$ cat src/rtl/rvfi_mem_fair_responder.sv
// Memory-side responder for core harnesses: NUM_CH independent valid/ready channels with
// bounded (or fixed) stall, per-channel protocol checking and transaction counting.
module rvfi_mem_fair_responder #(
    parameter int unsigned NUM_CH   = 2,
    parameter int unsigned ADDR_W   = 32,
    parameter int unsigned DATA_W   = 32,
    parameter int unsigned MAX_WAIT = 3,
    parameter int unsigned LATENCY  = 1,
    parameter int unsigned MODE     = 0,
    parameter int unsigned CNT_W    = 16
) (
    input  logic                       clock,
    input  logic                       reset,
    input  logic [NUM_CH-1:0]          req_valid_i,
    input  logic [NUM_CH-1:0]          req_we_i,
    input  logic [NUM_CH*ADDR_W-1:0]   req_addr_i,
    input  logic [NUM_CH-1:0]          stall_i,
    input  logic [NUM_CH*DATA_W-1:0]   rdata_src_i,
    output logic [NUM_CH-1:0]          ready_o,
    output logic [NUM_CH*DATA_W-1:0]   rdata_o,
    output logic [NUM_CH*4-1:0]        wait_cnt_o,
    output logic [NUM_CH*CNT_W-1:0]    txn_cnt_o,
    output logic [NUM_CH-1:0]          proto_err_o
);

    localparam int unsigned WC_W = 4;
    localparam logic [WC_W-1:0] MAX_WAIT_C = WC_W'(MAX_WAIT);
    localparam logic [WC_W-1:0] LAT_C      = WC_W'(LATENCY);

    typedef enum logic [1:0] {
        ST_IDLE = 2'd0,
        ST_WAIT = 2'd1,
        ST_RESP = 2'd2
    } state_e;

    // Request attributes that must stay stable while a channel is stalled
    typedef struct packed {
        logic              we;
        logic [ADDR_W-1:0] addr;
    } req_t;

    // The stall counter field is only 4 bits wide
    if (MAX_WAIT > 15) begin : g_bad_max_wait
        $error("rvfi_mem_fair_responder: MAX_WAIT must be <= 15");
    end
    if (MODE > 1) begin : g_bad_mode
        $error("rvfi_mem_fair_responder: MODE must be 0 or 1");
    end
    if (MODE == 1 && LATENCY > MAX_WAIT) begin : g_bad_latency
        $error("rvfi_mem_fair_responder: LATENCY must be <= MAX_WAIT");
    end

    for (genvar c = 0; c < NUM_CH; c++) begin : g_ch
        state_e             state_q, state_d;
        req_t               req_q, req_d, req_in;
        logic [WC_W-1:0]    wcnt_q, wcnt_d;
        logic               ready_q, ready_d;
        logic [DATA_W-1:0]  rdata_q, rdata_d;
        logic [CNT_W-1:0]   txn_q, txn_d;
        logic               err_q, err_d;
        logic               grant;
        logic               viol;

        assign req_in.we   = req_we_i[c];
        assign req_in.addr = req_addr_i[c*ADDR_W +: ADDR_W];

        // Grant condition: bounded nondeterministic stall or fixed latency
        always_comb begin
            grant = 1'b0;
            if (MODE == 1) begin
                grant = (wcnt_q == LAT_C);
            end else begin
                grant = !stall_i[c] || (wcnt_q == MAX_WAIT_C);
            end
        end

        assign viol = !req_valid_i[c] || (req_in != req_q);

        always_comb begin
            state_d = state_q;
            req_d   = req_q;
            wcnt_d  = wcnt_q;
            ready_d = 1'b0;
            rdata_d = rdata_q;
            txn_d   = txn_q;
            err_d   = err_q;
            case (state_q)
                ST_IDLE: begin
                    if (req_valid_i[c]) begin
                        req_d   = req_in;
                        wcnt_d  = '0;
                        state_d = ST_WAIT;
                    end
                end
                ST_WAIT: begin
                    // A protocol violation aborts the request; it wins over a grant
                    if (viol) begin
                        err_d   = 1'b1;
                        wcnt_d  = '0;
                        state_d = ST_IDLE;
                    end else if (grant) begin
                        ready_d = 1'b1;
                        if (!req_q.we) begin
                            rdata_d = rdata_src_i[c*DATA_W +: DATA_W];
                        end
                        state_d = ST_RESP;
                    end else if (wcnt_q != MAX_WAIT_C) begin
                        wcnt_d = wcnt_q + WC_W'(1);
                    end
                end
                ST_RESP: begin
                    txn_d   = txn_q + CNT_W'(1);
                    wcnt_d  = '0;
                    state_d = ST_IDLE;
                end
                default: begin
                    state_d = ST_IDLE;
                end
            endcase
        end

        always_ff @(posedge clock) begin
            if (reset) begin
                state_q <= ST_IDLE;
                req_q   <= '0;
                wcnt_q  <= '0;
                ready_q <= 1'b0;
                rdata_q <= '0;
                txn_q   <= '0;
                err_q   <= 1'b0;
            end else begin
                state_q <= state_d;
                req_q   <= req_d;
                wcnt_q  <= wcnt_d;
                ready_q <= ready_d;
                rdata_q <= rdata_d;
                txn_q   <= txn_d;
                err_q   <= err_d;
            end
        end

        assign ready_o[c]                    = ready_q;
        assign rdata_o[c*DATA_W +: DATA_W]   = rdata_q;
        assign wait_cnt_o[c*WC_W +: WC_W]    = wcnt_q;
        assign txn_cnt_o[c*CNT_W +: CNT_W]   = txn_q;
        assign proto_err_o[c]                = err_q;
    end

endmodule

$ cat config.mk
export PLATFORM = sky130hd
export DESIGN_NAME = rvfi_mem_fair_responder
export DESIGN_NICKNAME = d
export VERILOG_FILES = /design/src/rtl/rvfi_mem_fair_responder.sv
export SDC_FILE = /design/constraint.sdc
export NUM_CORES = 1
export LEC_CHECK = 0
export CORE_AREA = 2 2 132 134
export CTS_BUF_LIST = sky130_fd_sc_hd__clkbuf_8
export DETAILED_ROUTE_END_ITERATION = 7
export DIE_AREA = 0 0 134 136
export HOLD_SLACK_MARGIN = 0.03
export PLACE_DENSITY = 0.75
export SYNTH_ARGS = -nofsm -noshare
export SYNTH_HDL_FRONTEND = slang
export SYNTH_SLANG_ARGS = --single-unit
$ cat constraint.sdc
create_clock -name clock -period 2.8 [get_ports clock]
set_input_delay 0.42 -clock clock [delete_from_list [all_inputs] [get_ports clock]]
set_output_delay 0.42 -clock clock [all_outputs]
set_load 0.01 [all_outputs]
==> results.toml <==
[sta]
timing.slew.headroom = 0.542
worstMarginPinSlew_ns = 0.687
slew_violations = 0
fin_setup_tns_ns = 0
whs_ns = 0.458
final.min_clock_period_ns = 2.27
period_share = 0.809
fmax_mhz = 441
skew_ns = 0.0155
setup_viol = 0
finalHoldViolCount = 0
rsz0062_at_grt = "false"

[worst_hold_path]
hold_end = "g_ch[0].txn_q[6]"
hp-class = "in2reg"
min_delay_path_depth = 2
min-delay-start = "reset"

[yosys]
synth_fp_nets = 986
synth_top_area_frac = 0.482
ys_warn_count = 0
syn-cell-area_um2 = 7390
syn_inst = 846
synth-seq-area-share = 0.482
yosys.area.top_type = "dfxtp_1"
synth.avg_cell_area_um2 = 8.73
yosysUniqueCellTypes = 42
synthTopCellsByArea = "dfxtp_1, mux2i_1, nand2_1, xnor2_1, a21oi_1"
ys_seq_elements = 178

[setup_path]
rr_startpoint = "g_ch[1].wcnt_q[0]"
start_kind = "flop"
path_cells = "ha_1 -> or3b_1 -> nand2_1 -> and4_1 -> and4_2 -> buf_12 -> mux2i_1 -> nor2_1"
reg2regPathDepth = 8
r2r_slack_ns = 0.53
worstPathBufferInverterCount = 1
cp_top_family = "simple AND/OR/NAND/NOR gates"
slowest_delay_ns = 0.42
reg2reg_to = "g_ch[1].rdata_q[25]"
end_kind = "flop"
slowest_stage = "dfxtp_1"
arrival_ns = 2.59
crit_type = "reg2reg"
worstPathMaxFanout = 32
worst_ep_required_time_ns = 3.12

[clocking]
post_cts_buffers = 0
cts_resized = 0
cts_buffers = 17
clock_sinks = 178
cts.clk_slew.worst_paths_ns = 0.09
clk_latency_ns = 0.46
cts_root_buf = "clkbuf_8"
clockBufferDepth = 2
holdBufCountCts = 0
h-tree-depth = 4
cts_tree = "yes"

[floorplan]
die_y_um = 136
coreArea_um2 = 16900
placementRows = 48
chipWidth_um = 134
dieArea_um2 = 18200
num_io_pins = 244
start_util = 0.438

[power]
leakage_uw = 0.00391
max-vdd-ir-drop_uv = 314
power_density_nw_per_um2 = 500

[finish]
n_antenna_cell = 0
final_layout_size_suffix_gt1_frac = 0.0479
design_area_um2 = 10500
num-nets-final = 1214
area_delta_synth_final_pct = 42.1

[global_routing]
grt_antenna_before_repair = 0
grt_pass1_wl_mm = 29.0
grt_pass1_vias = 5898
grtUsageTotal = 0.197
overflow = 0
grt_max_degree = 67

[routing]
drc_errors = 0
wire_per_inst_um = 13.9
ant_nets = 0
first_pass_iters = 7
drt_iter0_markers = 386
vias_per_cell = 4.89
via_count = 6415
routed_wl_mm = 18.2

[placed_design]
gp_congestion = 0.834
portBuffers = 243
place_area_um2 = 10000
place_hpwl_mm = 13.5

[run]
max_cap_violations = 0

[run_status]
status = "completed"
==> synth_stat cells, drive strengths merged <==
cell / instances
and4: 4
and3: 6
a21oi: 83
buf: 14
o21ai: 17
nand3: 7
nor2: 100
nand2: 156
nand3b: 1
mux2i: 67
nor3: 10
or4: 1
nand4: 27
inv: 9
o22ai: 3
and2: 5
nand2b: 2
dfxtp: 178
xnor2: 66
nor4: 5
or3b: 1
and2b: 1
nor2b: 4
xor2: 18
o21a: 1
clkbuf: 33
a222oi: 1
a22o: 3
nand4b: 1
a21o: 1
nor3b: 4
ha: 4
or3: 11
a31oi: 2
==> cells in the final DEF (no fill, tap or decap), types with 5 or more instances in the layout <==
master and count:
a21oi_1 83, clkbuf_8 17, bufinv_16 6, nor2_1 100
inv_1 9, nor3_1 10, mux2i_1 67, buf_4 12
or3_1 10, dfxtp_1 178, xor2_1 18, nand2_1 155
o21ai_0 17, nand3_1 7, nor4_1 5, and3_1 6
xnor2_1 66, clkdlybuf4s50_1 242, nand4_1 26
==> logic make-up (layout without fill, tap and decap cells) <==
family	Yosys count	after routing	share of synthesized area
fa+ha+maj	4	4	0.00677
buf+inv	56	296	0.0327
flops	178	178	0.482
simple gates	346	346	0.209
xor+xnor	84	84	0.0996
mux	67	67	0.0908
compound gates	111	111	0.0789
==> power breakdown <==
| part | internal (uW) | leakage [uW] | switching, uW | total (uW) |
|---|---|---|---|---|
| clock | 1160 | 0.000232 | 955 | 2120 |
| combinational | 290 | 0.00223 | 212 | 502 |
| sequential | 2590 | 0.00145 | 39.3 | 2630 |
| total | 4040 | 0.00391 | 1210 | 5250 |
==> sequential cells by signal, summed over array words and instances (netlist names) <==
register	cells
g_ch.err_q	2
g_ch.rdata_q	64
g_ch.ready_q	2
g_ch.req_q	66
g_ch.state_q	4
g_ch.txn_q	32
g_ch.wcnt_q	8
==> metrics by stage <==
step           cells  setup slack (ns)  total power (uW)  utilization
2_1_floorplan    846             0.720              2920            -
3_3_place_gp    1280             0.265              3190        0.593
3_5_place_dp    1280             0.229              3190        0.593
4_1_cts         1311             0.524              5320        0.622
5_1_grt         1311             0.366              5480        0.622
6_report        1311             0.534              5250        0.622
==> how the worst max path moves through the flow <==
stage	startpoint	to	slack (ns)	cells past startpoint
finish	g_ch[1].wcnt_q[0]	g_ch[1].rdata_q[25]	0.53	8
global route	g_ch[1].wcnt_q[0]	g_ch[1].rdata_q[31]	0.37	8
CTS	g_ch[1].wcnt_q[0]	g_ch[1].rdata_q[25]	0.52	8
detailed placement	req_addr_i[11]	g_ch[0].rdata_q[7]	0.23	8
global placement	req_addr_i[11]	g_ch[0].rdata_q[29]	0.27	8
floorplan	g_ch[1].wcnt_q[0]	g_ch[1].rdata_q[10]	0.72	9
==> metal layers <==
| metal | up-vias | track usage | part of all wire |
|---|---|---|---|
| met5 | - | 0 | 0 |
| met4 | 0 | 0.0609 | 0.018 |
| met3 | 23 | 0.0656 | 0.064 |
| met2 | 160 | 0.331 | 0.48 |
| met1 | 2951 | 0.239 | 0.44 |
| li1 | 3281 | - | - |
==> worst reg2reg max path: stages, from the launching register on <==
cell	delay, ns
dfxtp_1	0.42
ha_1	0.20
or3b_1	0.37
nand2_1	0.15
and4_1	0.20
and4_2	0.26
buf_12	0.24
mux2i_1	0.25
nor2_1	0.06
==> area by class of cell <==
cell class	instances	area, um2
timing repair buffer	256	2550
sequential	178	3560
multi-input combinational	612	3580
clock buffer	17	234
fill	1459	6380
clock inverter	14	249
tap	225	282
inverter	9	33.8
Note: power is estimated with default switching activity, not from simulation.
